===== src/rtl/uart_rx_8n1.sv =====
// uart_rx_8n1: 8N1 UART receiver with a 2-flop input synchronizer and mid-bit sampling.
// Define RX_MAJORITY_EN to decide each bit by a 2-of-3 vote around its centre.
module uart_rx_8n1 #(
    parameter int FREQ = 12000000,
    parameter int BAUD = 9600
) (
    input  logic       clk,
    input  logic       nrst,
    input  logic       rx,
    output logic [7:0] data_out,
    output logic       valid,
    output logic       frame_err,
    output logic       busy,
    output logic [3:0] bit_count
);
    localparam int LIM  = FREQ / BAUD;
    localparam int HALF = LIM / 2;
    localparam int CW   = $clog2(LIM);
`ifdef RX_MAJORITY_EN
    localparam int ADJ = 1;
`else
    localparam int ADJ = 0;
`endif
    localparam logic [CW-1:0] START_END = CW'(HALF - 1 + ADJ);
    localparam logic [CW-1:0] BIT_END   = CW'(LIM - 1);

    typedef enum logic [1:0] {IDLE = 2'b00, START = 2'b01, DATA = 2'b11, STOP = 2'b10} state_t;

    state_t        state_q, state_d;
    logic [CW-1:0] cnt_q, cnt_d;
    logic [7:0]    shift_q, shift_d;
    logic [7:0]    data_q, data_d;
    logic [3:0]    bit_q, bit_d;
    logic          valid_q, valid_d;
    logic          ferr_q, ferr_d;
    logic [1:0]    sync_q, sync_d;
    logic          prev_q, prev_d;
    logic [1:0]    fill_q, fill_d;
    logic          armed_q, armed_d;
    logic          rx_s;
    logic          bit_val;

    assign rx_s   = sync_q[1];
    assign sync_d = {sync_q[0], rx};
    assign prev_d = rx_s;
    assign fill_d = {fill_q[0], 1'b1};
    // The sync flops reset high, so only arm once rx_s really reflects the line being high.
    assign armed_d = armed_q | (fill_q[1] & rx_s);

`ifdef RX_MAJORITY_EN
    logic prev2_q, prev2_d;
    assign prev2_d = prev_q;
    assign bit_val = (prev2_q & prev_q) | (prev2_q & rx_s) | (prev_q & rx_s);
    always_ff @(posedge clk) begin
        if (!nrst) begin
            prev2_q <= 1'b1;
        end else begin
            prev2_q <= prev2_d;
        end
    end
`else
    assign bit_val = rx_s;
`endif

    always_ff @(posedge clk) begin
        if (!nrst) begin
            state_q <= IDLE;
            cnt_q   <= '0;
            shift_q <= '0;
            data_q  <= '0;
            bit_q   <= '0;
            valid_q <= 1'b0;
            ferr_q  <= 1'b0;
            sync_q  <= 2'b11;
            prev_q  <= 1'b1;
            fill_q  <= '0;
            armed_q <= 1'b0;
        end else begin
            state_q <= state_d;
            cnt_q   <= cnt_d;
            shift_q <= shift_d;
            data_q  <= data_d;
            bit_q   <= bit_d;
            valid_q <= valid_d;
            ferr_q  <= ferr_d;
            sync_q  <= sync_d;
            prev_q  <= prev_d;
            fill_q  <= fill_d;
            armed_q <= armed_d;
        end
    end

    always_comb begin
        state_d = state_q;
        cnt_d   = cnt_q + 1'b1;
        shift_d = shift_q;
        data_d  = data_q;
        bit_d   = bit_q;
        valid_d = 1'b0;
        ferr_d  = ferr_q;
        unique case (state_q)
            IDLE: begin
                cnt_d = '0;
                if (armed_q && prev_q && !rx_s) state_d = START;
            end
            START: begin
                if (cnt_q == START_END) begin
                    cnt_d   = '0;
                    bit_d   = '0;
                    state_d = bit_val ? IDLE : DATA;
                end
            end
            DATA: begin
                if (cnt_q == BIT_END) begin
                    cnt_d   = '0;
                    shift_d = {bit_val, shift_q[7:1]};
                    if (bit_q == 4'd7) state_d = STOP;
                    else bit_d = bit_q + 4'd1;
                end
            end
            STOP: begin
                if (cnt_q == BIT_END) begin
                    cnt_d   = '0;
                    data_d  = shift_q;
                    ferr_d  = !bit_val;
                    valid_d = 1'b1;
                    state_d = IDLE;
                end
            end
        endcase
    end

    assign data_out  = data_q;
    assign valid     = valid_q;
    assign frame_err = ferr_q;
    assign busy      = (state_q != IDLE);
    assign bit_count = bit_q;
endmodule


===== config.mk =====
export PLATFORM = sky130hd
export DESIGN_NAME = uart_rx_8n1
export DESIGN_NICKNAME = d
export VERILOG_FILES = /design/src/rtl/uart_rx_8n1.sv
export SDC_FILE = /design/constraint.sdc
export NUM_CORES = 1
export LEC_CHECK = 0
export CAP_MARGIN = 10
export CORE_MARGIN = 2
export CORE_UTILIZATION = 55
export CTS_CLUSTER_DIAMETER = 30
export DETAILED_ROUTE_END_ITERATION = 12
export PLACE_DENSITY_LB_ADDON = 0.1
export SYNTH_ARGS = -nofsm -noshare
export SYNTH_HDL_FRONTEND = slang
export SYNTH_SLANG_ARGS = --single-unit
export TNS_END_PERCENT = 20

===== constraint.sdc =====
create_clock -name clk -period 2.5 [get_ports clk]
set_input_delay 0.5 -clock clk [delete_from_list [all_inputs] [get_ports clk]]
set_output_delay 0.5 -clock clk [all_outputs]
set_load 0.01 [all_outputs]

==> out/results.ini <==
[final_layout]
final_area_sq_um=2070
synthToLayoutAreaGrowth_pct=13.0
mostFrequentLayoutCell=dfxtp_1
final_cells=257
drive_gt1_share_pct=8.45
fin_nets=221
final_cell_mix=dfxtp_1, nand2_1, clkdlybuf4s50_1
diodes=0
n_fill_cell=280

[pwr]
max-vdd-ir-drop_mv=0.295
p_comb_share_pct=2.3
power.internal_uw=766
p_leak_nw=0.707
power_switching_uw=209
sequentialPowerShare_pct=67.9
clkPwrFrac_pct=29.8
power.density_nw_per_um2=471
p_sw_share_pct=21.5

[routing]
wl_per_cell_um=13.4
drcViolationCount=0
viasPerCell=5.56
drt-pass1-iter-count=4
route.antenna.remaining_nets=0
drtIter0Drc=99
routed_wl_mm=3.45
vias=1430

[placed_design]
dp_slack_ps=405
io_buffer_count=17
placed_cell_area_sq_um=2030
dp.cells=251
hpwl_mm=2.54
routabilityCongestion=0.805

[grt]
grt_pass1_wl_mm=6.04
grt_util_all_layers_pct=21.8
grt_pass1_vias=1321
antenna_found_initial=0
grt_overflow=0
grt_max_degree=41

[yosys]
synthCells=197
ys_seq_area_share_pct=44.7
syn_area_sq_um=1830
synth_top_flop_cell=dfxtp_1
synth-async-reset-ratio_pct=0
syn_area_per_cell_sq_um=9.31
synth-seq-cells=41
synth-edff-count=0
syn_nets=204
synthDistinctLibCells=40
yosysWarnings=0

[clock_tree]
numCtsBuffers=5
cts_resized=0
postCtsHoldBufs=0
clock_path_buffers=2
root_buffer=clkbuf_4
clk_latency_ps=350
cts.clk_slew.worst_paths_ps=110
post_cts_buffers=0
cts_tree=yes
h-tree-depth=2
clock-sinks=41

[hold_path]
hp-class=flip-flop to flip-flop

[setup_path]
cp.arrival_ps=2380
cp-end-kind=flip-flop
max_stage_delay_ps=480
path_class=flip-flop to flip-flop
required_ps=2790
crit_chain=ha_1 -> nand4b_2 -> or3b_4 -> nor3_2 -> buf_4 -> mux2i_1
worstPathMaxFanout=12
rrSetupSlack_ps=410
setup.worst_path.start_class=flip-flop
cp_slowest_cell=or3b_4

[floorplanning]
row_count=20
die_h_um=61.8
core_sq_um=3100
pin_count=18
die_x_um=61.8
initial_core_util_pct=59.1
dieArea_sq_um=3810

[sta]
finClkSkew_ps=6.27
rsz0062_at_grt=false
period_needed_ps=2090
tightest_slew_ps=435
finalSetupViolations=0
slew_headroom_pct=70.8
hold_viol=0
finalCritPeriodShare_pct=83.7
drv_slew=0
setup_ws_ps=409
max_freq_mhz=478
setup_tns_ps=0

[run]
drv_cap=0

[run_status]
status=finished clean

layer usage:
metal | wire [um] | GRT usage [%] | vias up
li1 | - | - | 726
met1 | 1560 | 27.3 | 673
met3 | 127 | 6.42 | 6
met4 | 58 | 9.12 | 0
met5 | 0 | 0 | -
met2 | 1700 | 35.2 | 25
Yosys cell counts (all sizes together) (4+ instances only):
| cell type | number | area share [%] |
|---|---|---|
| dfxtp | 41 | 45 |
| nand2 | 29 | 5.9 |
| nand3 | 15 | 4.1 |
| nor3 | 13 | 3.8 |
| mux2i | 10 | 5.5 |
| o21ai | 10 | 2.7 |
| a21boi | 8 | 3.3 |
| a21oi | 8 | 2.2 |
| xor2 | 8 | 3.8 |
| and2 | 6 | 2.0 |
| clkbuf | 6 | 1.2 |
| buf | 5 | 2.0 |
| ha | 4 | 2.7 |
| nand2b | 4 | 1.4 |
power by group through the flow:
stage | Clock (mW) | Sequential, mW | Combinational, mW
global route | 0.326 | 0.663 | 0.0258
finish | 0.291 | 0.662 | 0.0229
global placement | 0 | 0.677 | 0.0218
CTS | 0.298 | 0.662 | 0.0232
floorplan | 0 | 0.676 | 0.0157
detailed placement | 0 | 0.677 | 0.0229
per-stage QoR:
stage                     utilization, %  power, mW  hold WS, ps
after floorplan                        -      0.691          386
after global placement              65.4      0.698          399
after detailed placement            65.4      0.699          405
after CTS                           66.8      0.983          434
after global routing                66.8       1.01          456
final                               66.8      0.975          424
cell type report:
class | instances | area [sq um] | area share [%]
clock inverters | 1 | 5.00 | 0.242
multi-input cells | 142 | 942 | 45.5
clock buffers | 5 | 37.5 | 1.81
repair buffers | 21 | 200 | 9.66
inverters | 3 | 11.3 | 0.543
flip-flops and latches | 41 | 821 | 39.6
well taps | 44 | 55.1 | 2.66
cell families (layout without fill, tap and decap cells):
kind of cell    count (synthesis)  count (layout)  share of synthesized area [%]
flops                          41              41                           44.7
buf+inv                        14              30                           3.89
compound gates                 32              32                           11.9
fa+ha+maj                       4               4                           2.73
simple gates                   87              87                           26.9
xor+xnor                        9               9                           4.30
mux                            10              10                           5.46
critical path: cells and delay by family (launching register included):
| kind | cells | cell delay [ps] |
|---|---|---|
| AND/OR/NAND/NOR | 3 | 980 |
| flip-flops | 1 | 430 |
| buffers and inverters | 1 | 240 |
| adder cells (fa/ha/maj) | 1 | 190 |
| multiplexers | 1 | 190 |
flip-flops by register name, summed over array words and instances, names as in the netlist, 2 cells and up:
name,cells
sync_q,2
fill_q,2
cnt_q,11
bit_count,4
state_q,2
data_out,8
shift_q,8
path summary, 6_finish.rpt:
kind / start / depth (start not counted) / end
min reg2reg: sync_q[0] / 1 / sync_q[1]
min: sync_q[0] / 1 / sync_q[1]
max: cnt_q[0] / 6 / data_out[2]
max reg2reg: cnt_q[0] / 6 / data_out[2]
Note: power is estimated with default switching activity, not from simulation.
